--- src/rtl/alu_sched_pkg.sv ---
// alu_sched_pkg
//   Shared types for the ALU scheduler: FSM state encoding, ALU opcode
//   encoding and a small modular-increment helper for the round-robin pointer.
package alu_sched_pkg;

  typedef enum logic [1:0] {
    IDLE  = 2'd0,
    ISSUE = 2'd1,
    WAIT  = 2'd2,
    RESP  = 2'd3
  } sched_state_t;

  typedef enum logic {
    OP_ADD = 1'b0,
    OP_MUL = 1'b1
  } alu_op_t;

  // (v + 1) mod n, for a pointer that wraps from n-1 back to 0
  function automatic int unsigned wrap_inc(input int unsigned v, input int unsigned n);
    int unsigned r;
    if ((v + 32'd1) >= n) begin
      r = 32'd0;
    end else begin
      r = v + 32'd1;
    end
    return r;
  endfunction

endpackage

--- src/rtl/alu_sched_rr_pick.sv ---
// rr_pick
//   Combinational round-robin picker. Returns the first asserted request at
//   or after the start pointer, wrapping modulo N.
//   Ports:
//     i_req    [N]      request vector
//     i_start  [IDX_W]  highest-priority index
//     o_found  1        at least one request asserted
//     o_idx    [IDX_W]  winning index (0 when nothing found)
module rr_pick #(
  parameter int N     = 4,
  parameter int IDX_W = (N > 1) ? $clog2(N) : 1
) (
  input  logic [N-1:0]     i_req,
  input  logic [IDX_W-1:0] i_start,
  output logic             o_found,
  output logic [IDX_W-1:0] o_idx
);

  // start + ofs modulo N; ofs is always below N so one subtraction suffices
  function automatic logic [IDX_W-1:0] wrap_idx(input logic [IDX_W-1:0] base,
                                                input int unsigned ofs);
    int unsigned sum;
    sum = 32'(base) + ofs;
    if (sum >= 32'(N)) begin
      sum = sum - 32'(N);
    end else begin
      sum = sum;
    end
    return IDX_W'(sum);
  endfunction

  // Scan from the lowest priority offset upwards so the nearest hit wins last
  always_comb begin
    o_found = 1'b0;
    o_idx   = {IDX_W{1'b0}};
    for (int i = N - 1; i >= 0; i--) begin
      if (i_req[wrap_idx(i_start, i)]) begin
        o_found = 1'b1;
        o_idx   = wrap_idx(i_start, i);
      end else begin
        o_found = o_found;
      end
    end
  end

endmodule

--- src/rtl/alu_sched.sv ---
// alu_sched
//   Shares one floating-point ALU (one op in flight) among NUM_REQ requesters
//   with round-robin arbitration. Each op walks IDLE -> ISSUE -> WAIT -> RESP.
//   Ports:
//     clk, reset               clock, synchronous active-high reset
//     req_valid/ready          per-requester request handshake (ready one-hot)
//     req_a, req_b, req_op     per-requester operands and op (0 add, 1 mul)
//     rsp_valid/ready          per-requester response handshake (valid one-hot)
//     rsp_data                 shared result bus, qualified by rsp_valid
//     alu_a, alu_b, alu_op     operands to the ALU
//     alu_valid/ready          ALU request handshake
//     alu_result               ALU result
//     alu_res_valid/ready      ALU result handshake
//   req_ready is combinational from req_valid and the round-robin pointer;
//   every other output comes straight from a register.
module alu_sched
  import alu_sched_pkg::*;
#(
  parameter int WIDTH   = 32,
  parameter int NUM_REQ = 4
) (
  input  logic                            clk,
  input  logic                            reset,
  input  logic [NUM_REQ-1:0]              req_valid,
  output logic [NUM_REQ-1:0]              req_ready,
  input  logic [NUM_REQ-1:0][WIDTH-1:0]   req_a,
  input  logic [NUM_REQ-1:0][WIDTH-1:0]   req_b,
  input  logic [NUM_REQ-1:0]              req_op,
  output logic [NUM_REQ-1:0]              rsp_valid,
  input  logic [NUM_REQ-1:0]              rsp_ready,
  output logic [WIDTH-1:0]                rsp_data,
  output logic [WIDTH-1:0]                alu_a,
  output logic [WIDTH-1:0]                alu_b,
  output logic                            alu_op,
  output logic                            alu_valid,
  input  logic                            alu_ready,
  input  logic [WIDTH-1:0]                alu_result,
  input  logic                            alu_res_valid,
  output logic                            alu_res_ready
);

  localparam int IDX_W = $clog2(NUM_REQ);
  localparam logic [NUM_REQ-1:0] ONE_HOT0 = {{(NUM_REQ-1){1'b0}}, 1'b1};

  sched_state_t         r_state;
  sched_state_t         w_next_state;
  logic [IDX_W-1:0]     r_rr_ptr;
  logic [IDX_W-1:0]     r_grant;
  logic [WIDTH-1:0]     r_op_a;
  logic [WIDTH-1:0]     r_op_b;
  alu_op_t              r_op;
  logic [WIDTH-1:0]     r_res;
  logic                 r_alu_valid;
  logic                 r_alu_res_ready;
  logic [NUM_REQ-1:0]   r_rsp_valid;

  logic                 w_found;
  logic [IDX_W-1:0]     w_winner;
  logic                 w_req_hs;
  logic                 w_rsp_hs;

  rr_pick #(
    .N     (NUM_REQ),
    .IDX_W (IDX_W)
  ) u_pick (
    .i_req   (req_valid),
    .i_start (r_rr_ptr),
    .o_found (w_found),
    .o_idx   (w_winner)
  );

  // Next-state logic, request grant and handshake detection
  always_comb begin
    w_next_state = r_state;
    w_req_hs     = 1'b0;
    w_rsp_hs     = 1'b0;
    req_ready    = {NUM_REQ{1'b0}};
    case (r_state)
      IDLE: begin
        // ready is derived from valid, so a found winner is always a handshake
        if (w_found) begin
          req_ready    = ONE_HOT0 << w_winner;
          w_req_hs     = 1'b1;
          w_next_state = ISSUE;
        end else begin
          w_next_state = IDLE;
        end
      end
      ISSUE: begin
        if (alu_ready) begin
          w_next_state = WAIT;
        end else begin
          w_next_state = ISSUE;
        end
      end
      WAIT: begin
        if (alu_res_valid) begin
          w_next_state = RESP;
        end else begin
          w_next_state = WAIT;
        end
      end
      RESP: begin
        // only the granted requester's rsp_ready matters
        if (rsp_ready[r_grant]) begin
          w_rsp_hs     = 1'b1;
          w_next_state = IDLE;
        end else begin
          w_next_state = RESP;
        end
      end
      default: begin
        w_next_state = IDLE;
      end
    endcase
  end

  // State, operand/result registers, pointer and registered output decodes
  always_ff @(posedge clk) begin
    if (reset) begin
      r_state         <= IDLE;
      r_rr_ptr        <= {IDX_W{1'b0}};
      r_grant         <= {IDX_W{1'b0}};
      r_op_a          <= {WIDTH{1'b0}};
      r_op_b          <= {WIDTH{1'b0}};
      r_op            <= OP_ADD;
      r_res           <= {WIDTH{1'b0}};
      r_alu_valid     <= 1'b0;
      r_alu_res_ready <= 1'b0;
      r_rsp_valid     <= {NUM_REQ{1'b0}};
    end else begin
      r_state <= w_next_state;
      if (w_req_hs) begin
        r_op_a  <= req_a[w_winner];
        r_op_b  <= req_b[w_winner];
        r_op    <= alu_op_t'(req_op[w_winner]);
        r_grant <= w_winner;
      end else begin
        r_grant <= r_grant;
      end
      if ((r_state == WAIT) && alu_res_valid) begin
        r_res <= alu_result;
      end else begin
        r_res <= r_res;
      end
      if (w_rsp_hs) begin
        r_rr_ptr <= IDX_W'(wrap_inc(32'(r_grant), NUM_REQ));
      end else begin
        r_rr_ptr <= r_rr_ptr;
      end
      r_alu_valid     <= (w_next_state == ISSUE);
      r_alu_res_ready <= (w_next_state == WAIT);
      // the grant never changes on the way into RESP, so r_grant is current
      r_rsp_valid     <= (w_next_state == RESP) ? (ONE_HOT0 << r_grant)
                                                : {NUM_REQ{1'b0}};
    end
  end

  assign alu_a         = r_op_a;
  assign alu_b         = r_op_b;
  assign alu_op        = r_op;
  assign alu_valid     = r_alu_valid;
  assign alu_res_ready = r_alu_res_ready;
  assign rsp_valid     = r_rsp_valid;
  assign rsp_data      = r_res;

endmodule

--- config.mk ---
export PLATFORM = sky130hd
export DESIGN_NAME = alu_sched
export DESIGN_NICKNAME = d
export VERILOG_FILES = /design/src/rtl/alu_sched_pkg.sv /design/src/rtl/alu_sched_rr_pick.sv /design/src/rtl/alu_sched.sv
export SDC_FILE = /design/constraint.sdc
export NUM_CORES = 1
export LEC_CHECK = 0
export CAP_MARGIN = 20
export CELL_PAD_IN_SITES_DETAIL_PLACEMENT = 0
export CELL_PAD_IN_SITES_GLOBAL_PLACEMENT = 2
export CORE_MARGIN = 2
export CORE_UTILIZATION = 16
export CTS_BUF_LIST = sky130_fd_sc_hd__clkbuf_4 sky130_fd_sc_hd__clkbuf_8
export DETAILED_ROUTE_END_ITERATION = 6
export GPL_ROUTABILITY_DRIVEN = 0
export PLACE_DENSITY = 0.74
export REMOVE_ABC_BUFFERS = 1
export SYNTH_ARGS = -nofsm -noshare
export SYNTH_HDL_FRONTEND = slang
export SYNTH_SLANG_ARGS = --single-unit
--- constraint.sdc ---
create_clock -name clk -period 1.8 [get_ports clk]
set_clock_uncertainty 0.05 [all_clocks]
set_input_delay 0.36 -clock clk [delete_from_list [all_inputs] [get_ports clk]]
set_output_delay 0.36 -clock clk [all_outputs]
set_load 0.02 [all_outputs]
==> results of run 1 <==
-- synthesized netlist by cell type (3+ instances only) --
master                     count  area, µm²
sky130_fd_sc_hd__or3_1         3      18.77
sky130_fd_sc_hd__inv_1         5      18.77
sky130_fd_sc_hd__a21oi_1      38      190.2
sky130_fd_sc_hd__nand2_1     137      514.2
sky130_fd_sc_hd__clkbuf_1     21      78.83
sky130_fd_sc_hd__nor2_1        8      30.03
sky130_fd_sc_hd__o21ai_0       3      15.01
sky130_fd_sc_hd__dfxtp_1     109       2182
sky130_fd_sc_hd__buf_2        10      50.05
sky130_fd_sc_hd__mux2i_1     130       1301
sky130_fd_sc_hd__o221ai_1     65      569.3
sky130_fd_sc_hd__buf_6        14      157.7
sky130_fd_sc_hd__and3_1        3      18.77
-- metrics by stage --
step                util (%)  total power (µW)
floorplan                  -              3737
global placement       30.56              5126
detailed placement     30.56              5130
CTS                    32.51              6812
global route           32.72              7063
finish                 32.72              6674
-- how the worst max path moves through the flow --
| stage | from | endpoint | slack [ns] | cells after the start |
|---|---|---|---|---|
| finish | req_valid[1] | alu_a[18] | -0.36 | 10 |
| global route | r_rr_ptr[0] | req_ready[0] | -0.45 | 6 |
| CTS | r_rr_ptr[1] | req_ready[0] | -0.45 | 6 |
| detailed placement | req_valid[2] | req_ready[1] | -0.98 | 6 |
| global placement | req_valid[1] | req_ready[3] | -0.90 | 6 |
| floorplan | req_valid[0] | req_ready[0] | -4.69 | 4 |
-- power by group through the flow --
| stage | logic [µW] | clock network [µW] | registers [µW] |
|---|---|---|---|
| detailed placement | 2340 | 0 | 2790 |
| global placement | 2340 | 0 | 2780 |
| finish | 2490 | 1460 | 2720 |
| global route | 2660 | 1650 | 2750 |
| CTS | 2510 | 1580 | 2720 |
| floorplan | 708 | 0 | 3030 |
-- sequential cells by signal, indices dropped and copies added (netlist names) --
name and cells:
alu_res_ready 1, alu_a 32, rsp_valid 4, r_grant 2, r_rr_ptr 2, alu_op 1, r_state 2, rsp_data 32
alu_b 32, alu_valid 1
-- worst max-delay path, delay by kind of cell --
| kind | cells | cell delay, ns |
|---|---|---|
| buffers and inverters | 5 | 1.14 |
| AND/OR/NAND/NOR | 1 | 0.12 |
| multiplexers | 1 | 0.22 |
| AO/OA/AOI/OAI | 3 | 0.53 |
-- logic make-up after synthesis --
logic type | after synthesis
simple gates | 165
compound gates | 114
mux | 132
fa+ha+maj | 1
buf+inv | 52
flops | 109
-- routing by layer --
layer | part of all wire [%] | GRT usage, % | wire (µm) | vias to the layer above
met5 | 0.046 | 0 | 13 | -
li1 | - | - | - | 2985
met3 | 6.9 | 4.847 | 1948 | 22
met4 | 1.5 | 4.452 | 435 | 2
met1 | 41 | 18.50 | 11550 | 2886
met2 | 50 | 27.41 | 14180 | 220
-- final cells by class --
type                       instances  area (µm²)
timing repair buffer             475        4937
tap                              448       560.5
clock inverter                     6       38.79
inverter                           5       18.77
clock buffer                       9       123.9
multi-input combinational        412        3077
fill                            3433       22500
sequential                       109        2190
-- repair_timing --
| item | in CTS | in global routing |
|---|---|---|
| pin swaps | 23 | 1 |
| setup buffers | 10 | 4 |
| resized for setup | 176 | 13 |
| gates cloned | 12 | 0 |
| setup endpoints to repair | 170 | 71 |
==> insert_results.sql, run 1 <==
INSERT INTO impl_metrics (metric_group, metric, value, unit) VALUES
('die', 'design.die.area', '35330', 'µm²'),
('cells_and_area', 'area_delta_synth_final', '102.1', '%'),
('detailed_routing', 'drt_first_iter_violations', '216', ''),
('sta', 'max_fclk', '0.4628', 'GHz'),
('detailed_routing', 'drt_first_pass_iters', '4', ''),
('outcome', 'failed_checks', 'negative setup slack', ''),
('cells_and_area', 'mostFrequentLayoutCells', 'sky130_fd_sc_hd__clkdlybuf4s50_1 (299), sky130_fd_sc_hd__nand2_1 (136), sky130_fd_sc_hd__mux2i_1 (118), sky130_fd_sc_hd__dfxtp_1 (107), sky130_fd_sc_hd__dlygate4sd2_1 (104)', ''),
('power', 'p_sw', '2159', 'µW'),
('worst_setup_path', 'critPathRequiredTime', '2.03', 'ns'),
('placed_design', 'post-place-cells', '1424', ''),
('worst_setup_path', 'crit_type', 'in2reg', ''),
('sta', 'setup_violations', '69', ''),
('sta', 'layout_worst_path_cycle_share', '120.0', '%'),
('placed_design', 'port_buffers', '410', ''),
('sta', 'slew_violations', '0', ''),
('die', 'core.rowCount', '67', ''),
('synthesis', 'synth_compound_gate_area_share', '16.08', '%'),
('cts', 'htreeDepth', '3', ''),
('worst_setup_path', 'slowest_stage', 'sky130_fd_sc_hd__o21ai_0', ''),
('die', 'floorplan.die.width', '188.0', 'µm'),
('worst_setup_path', 'crit_path_start_kind', 'primary input', ''),
('global_route', 'remaining_global_route_overflow', '0', ''),
('worst_setup_path', 'worstPathMaxFanout', '10', ''),
('power', 'clock_network_fraction_of_design_power', '21.9', '%'),
('detailed_routing', 'antenna_left', '0', ''),
('synthesis', 'synth-main-ff-cell', 'sky130_fd_sc_hd__dfxtp_1', ''),
('global_route', 'track_usage', '15.70', '%'),
('placed_design', 'place_hpwl', '19610', 'µm'),
('outcome', 'outcome', 'finished, violations left', ''),
('worst_setup_path', 'path_cells', 'dlygate4sd2_1 -> o21ai_0 -> a221oi_4 -> buf_4 -> nor2_4 -> buf_4 -> buf_12 -> buf_16 -> mux2i_1 -> o221ai_1', ''),
('cts', 'clockBufferDepth', '2', ''),
('sta', 'fin_setup_tns', '-19.83', 'ns'),
('worst_setup_path', 'worst_r2r_endpoint', 'alu_a[18]', ''),
('power', 'largest_vdd_supply_drop', '0.0003225', 'V'),
('cts', 'clk_transition_reported_paths', '0.11', 'ns'),
('flow_run', 'max-cap-violations', '0', ''),
('cells_and_area', 'antenna_cells', '0', ''),
('synthesis', 'post_synth_instance_area', '5415', 'µm²'),
('detailed_routing', 'drc_errors', '0', ''),
('power', 'power.switching_fraction', '32.34', '%'),
('synthesis', 'post_synth_fa_ha_maj_area_fraction', '0.2311', '%'),
('power', 'cellInternalPower', '4516', 'µW'),
('min_path', 'hold_path.class', 'reg2reg', ''),
('cells_and_area', 'nets', '1317', ''),
('min_path', 'whs_path_depth', '2', ''),
('sta', 'hold_violations', '0', ''),
('die', 'floorplan.die.height', '188.0', 'µm'),
('min_path', 'timing.hold.worst_endpoint', 'rsp_data[12]', ''),
('sta', 'setup_slack', '-0.3608', 'ns'),
('power', 'combPwrFrac', '37.3', '%'),
('min_path', 'hold_start', 'rsp_data[12]', ''),
('power', 'power_per_cell_area', '609.8', 'nW/µm²'),
('synthesis', 'combinational_family_with_the_most_area_after_synthesis', 'multiplexers', ''),
('sta', 'final_period_minus_worst_setup_slack', '2.161', 'ns'),
('cts', 'cts_num_sinks', '109', ''),
('cts', 'root_buffer', 'sky130_fd_sc_hd__clkbuf_8', ''),
('worst_setup_path', 'r2r.worst_path.cells', '9', ''),
('global_route', 'grt_antenna_before_repair', '1', ''),
('worst_setup_path', 'path_common_cell', 'sky130_fd_sc_hd__buf_4', ''),
('global_route', 'grt_start_max_net_pins', '49', ''),
('synthesis', 'syn_area_per_cell', '9.451', 'µm²'),
('worst_setup_path', 'rr_startpoint', 'r_rr_ptr[0]', ''),
('sta', 'rsz_0062_raised_after_global_routing', 'true', ''),
('synthesis', 'synth-xor-area-share', '0', '%'),
('cells_and_area', 'finish.instance_area', '10950', 'µm²'),
('detailed_routing', 'vias', '6115', ''),
('cells_and_area', 'mostFrequentLayoutCell', 'sky130_fd_sc_hd__clkdlybuf4s50_1', ''),
('cells_and_area', 'layout-drive-gt1-share', '11.71', '%'),
('die', 'floorplan.io_pins', '411', ''),
('detailed_routing', 'wl_per_cell', '19.21', 'µm'),
('worst_setup_path', 'setup.reg_to_reg.worst_slack', '-0.33', 'ns');
Power figures use the tool's default switching activity.
==> inputs of run 2 (changes only) <==
- CORE_UTILIZATION: 16 -> 17
- HOLD_SLACK_MARGIN: not set -> 0.15
- PLACE_DENSITY: 0.74 -> 0.77
- SYNTH_HIERARCHICAL: not set -> 1
==> insert_results.sql, run 2 <==
INSERT INTO impl_metrics (metric_group, metric, value, unit) VALUES
('worst_setup_path', 'crit_type', 'reg2out', ''),
('synthesis', 'synth.most_common_cell', 'sky130_fd_sc_hd__nand2_1', ''),
('cts', 'cts_num_sinks', '109', ''),
('synthesis', 'post_synth_main_area_contributors', 'sky130_fd_sc_hd__dfxtp_1 (40%), sky130_fd_sc_hd__mux4_2 (27%), sky130_fd_sc_hd__nand2_1 (14%)', ''),
('detailed_routing', 'drt_wl_total', '26400', 'µm'),
('outcome', 'failed_checks', 'negative setup slack', ''),
('detailed_routing', 'antenna_left', '0', ''),
('synthesis', 'synth-seq-area-share', '39.61', '%'),
('detailed_routing', 'vias', '5947', ''),
('placed_design', 'port_buffers', '410', ''),
('synthesis', 'synth_top_area_share', '39.61', '%'),
('power', 'static-leakage-power', '0.004528', 'µW'),
('cells_and_area', 'nets', '1303', ''),
('cells_and_area', 'filler_cell_count', '3293', ''),
('die', 'design.die.area', '33860', 'µm²'),
('global_route', 'track_usage', '14.88', '%'),
('sta', 'hold_violations', '0', ''),
('sta', 'setup_violations', '69', ''),
('global_route', 'via_count_of_the_first_global_routing_pass', '6256', ''),
('die', 'floorplan.initialDensity', '17.37', '%'),
('cts', 'worst_skew_pair.late_latency', '0.39', 'ns'),
('sta', 'final_period_minus_worst_setup_slack', '2.261', 'ns'),
('cts', 'htreeDepth', '3', ''),
('power', 'largest_vdd_supply_drop', '0.0003716', 'V'),
('sta', 'layout_worst_path_cycle_share', '125.6', '%'),
('worst_setup_path', 'slowest_stage', 'sky130_fd_sc_hd__dfxtp_4', ''),
('synthesis', 'post_synth_instance_area', '5509', 'µm²'),
('cts', 'tritoncts.num_buffers', '9', ''),
('flow_run', 'max-cap-violations', '0', ''),
('sta', 'max_fclk', '0.4422', 'GHz'),
('cts', 'tritoncts', 'done', ''),
('synthesis', 'synth-main-ff-cell', 'sky130_fd_sc_hd__dfxtp_1', ''),
('cells_and_area', 'mostFrequentLayoutCells', 'sky130_fd_sc_hd__clkdlybuf4s50_1 (303), sky130_fd_sc_hd__nand2_1 (183), sky130_fd_sc_hd__dfxtp_1 (106), sky130_fd_sc_hd__a21oi_1 (81), sky130_fd_sc_hd__dlygate4sd2_1 (80)', ''),
('worst_setup_path', 'cp-end-kind', 'primary output', ''),
('detailed_routing', 'wl_per_cell', '18.80', 'µm'),
('cts', 'clockBufferDepth', '2', ''),
('sta', 'worstMarginPinSlew', '0.3825', 'ns'),
('worst_setup_path', 'critPathRequiredTime', '1.39', 'ns'),
('detailed_routing', 'drt-vias-per-instance', '4.236', ''),
('detailed_routing', 'drt_first_iter_violations', '144', ''),
('detailed_routing', 'drt_first_pass_iters', '4', ''),
('cts', 'ctsHoldBuffers', '0', ''),
('cts', 'root_buffer', 'sky130_fd_sc_hd__clkbuf_8', ''),
('global_route', 'grt_start_max_net_pins', '67', ''),
('power', 'power_per_cell_area', '631.8', 'nW/µm²'),
('sta', 'timing.max_slew.rel_slack', '74.50', '%'),
('die', 'core.rowCount', '65', ''),
('min_path', 'hold_path.class', 'in2reg', ''),
('sta', 'slew_violations', '0', ''),
('cells_and_area', 'layout-drive-gt1-share', '20.06', '%'),
('synthesis', 'ffs_w_async_s_r_synth', '0', '%'),
('die', 'floorplan.io_pins', '411', ''),
('cells_and_area', 'area_delta_synth_final', '99.14', '%'),
('synthesis', 'postSynthCellCount', '578', ''),
('cells_and_area', 'final_core_util', '34.59', '%'),
('worst_setup_path', 'cp_slowest_stage_delay', '0.41', 'ns'),
('global_route', 'grt_antenna_before_repair', '0', ''),
('worst_setup_path', 'crit_path_start_kind', 'flop', ''),
('synthesis', 'yosysUniqueCellTypes', '31', ''),
('die', 'floorplan.die.height', '184.0', 'µm'),
('global_route', 'remaining_global_route_overflow', '0', ''),
('global_route', 'grt_pass1_wl', '37540', 'µm'),
('worst_setup_path', 'worstPathArrival', '1.85', 'ns'),
('synthesis', 'synth.top_cells.by_count', 'sky130_fd_sc_hd__nand2_1 (204), sky130_fd_sc_hd__dfxtp_1 (109), sky130_fd_sc_hd__a21oi_1 (102), sky130_fd_sc_hd__mux4_2 (66), sky130_fd_sc_hd__clkbuf_1 (33)', ''),
('synthesis', 'synth-edff-count', '0', ''),
('cells_and_area', 'multiInputGateArea', '3299', 'µm²'),
('worst_setup_path', 'path_cells', 'nand2b_4 -> a21oi_4 -> a211oi_4 -> buf_6 -> buf_8 -> and3_4 -> buf_12', ''),
('cells_and_area', 'antenna_cells', '0', ''),
('synthesis', 'synth.largest_area_cell', 'sky130_fd_sc_hd__dfxtp_1', ''),
('cts', 'clk_transition_reported_paths', '0.12', 'ns'),
('cells_and_area', 'regArea', '2191', 'µm²'),
('placed_design', 'post-place-cells', '1376', ''),
('die', 'floorplan.die.width', '184.0', 'µm'),
('worst_setup_path', 'worstPathMaxFanout', '6', ''),
('placed_design', 'place_hpwl', '19810', 'µm'),
('synthesis', 'postSynthRegisterBits', '109', ''),
('worst_setup_path', 'worst_path_dominant_cell_family', 'flip-flops', ''),
('sta', 'rsz_0062_raised_after_global_routing', 'true', ''),
('worst_setup_path', 'worst-path-buf-inv', '3', ''),
('cells_and_area', 'instances_no_fill', '1404', ''),
('synthesis', 'syn_area_per_cell', '9.531', 'µm²'),
('synthesis', 'yosys_warnings', '6', ''),
('die', 'core_area', '31720', 'µm²'),
('sta', 'setup_slack', '-0.4613', 'ns'),
('cells_and_area', 'mostFrequentLayoutCell', 'sky130_fd_sc_hd__clkdlybuf4s50_1', ''),
('detailed_routing', 'drc_errors', '0', ''),
('outcome', 'outcome', 'finished, violations left', '');
[run 2: cell type report]
type / instances / area share (%)
Inverter: 2 / 0.06843
Sequential cell: 109 / 19.97
Clock buffer: 10 / 1.255
Multi-Input combinational cell: 415 / 30.08
Tap cell: 402 / 4.585
Clock inverter: 5 / 0.6273
Timing Repair Buffer: 461 / 43.42
[run 2: path summary, 6_finish.rpt]
path	from	depth (start not counted)	slack, ns	to
min	reset	4	0.32	rsp_valid[1]
min reg2reg	rsp_data[2]	2	0.41	rsp_data[2]
max	r_rr_ptr[1]	7	-0.46	req_ready[3]
max reg2reg	r_rr_ptr[1]	9	-0.42	alu_b[26]
[run 2: kinds of logic after synthesis]
family / count (synthesis) / share of synthesized area (%)
buf+inv: 54 / 4.565
flops: 109 / 39.61
compound gates: 111 / 11.11
fa+ha+maj: 1 / 0.2271
mux: 69 / 27.62
simple gates: 234 / 16.87
[run 2: layer usage]
layer	up-vias	GRT usage, %	part of all wire (%)	wire (µm)
li1	2863	-	-	-
met1	2812	16.40	38	10050
met2	252	27.18	51	13500
met3	20	5.349	9.1	2402
met4	0	3.424	1.7	447
met5	-	0	0	0
[run 2: timing repair]
action / in CTS / in global routing
resized for setup: 117 / 82
setup endpoints to repair: 147 / 92
setup buffers: 6 / 3
cloned: 3 / 3
pin swaps: 7 / 8
[run 2: worst register-to-register path, cell delays in order, from the launching register on]
cell and delay, ns:
sky130_fd_sc_hd__dfxtp_4 0.41, sky130_fd_sc_hd__nand2b_4 0.14, sky130_fd_sc_hd__a21oi_4 0.06, sky130_fd_sc_hd__a211oi_4 0.29
sky130_fd_sc_hd__buf_6 0.16, sky130_fd_sc_hd__buf_4 0.18, sky130_fd_sc_hd__clkbuf_16 0.19, sky130_fd_sc_hd__mux4_2 0.50
sky130_fd_sc_hd__nand2_1 0.08, sky130_fd_sc_hd__a21oi_1 0.06
[run 2: where the power goes]
group          switching, µW  internal [µW]
Combinational           1120           1430
Sequential               105           2600
Clock                    979            699
Total                   2200           4730
[run 2: stage by stage]
step / hold slack [ns] / power [µW] / TNS [ns] / area (µm²) / setup slack (ns)
6_report: 0.3182 / 6931 / -25.12 / 10970 / -0.4613
5_1_grt: 0.3061 / 7351 / -31.45 / 10970 / -0.5539
4_1_cts: 0.2843 / 7002 / -23.84 / 10640 / -0.4547
3_5_place_dp: 0.3955 / 5271 / -55.04 / 10310 / -0.8461
3_3_place_gp: 0.3907 / 5257 / -54.84 / 10310 / -0.8656
2_1_floorplan: 0.3791 / 3790 / -315.13 / 5265 / -4.453
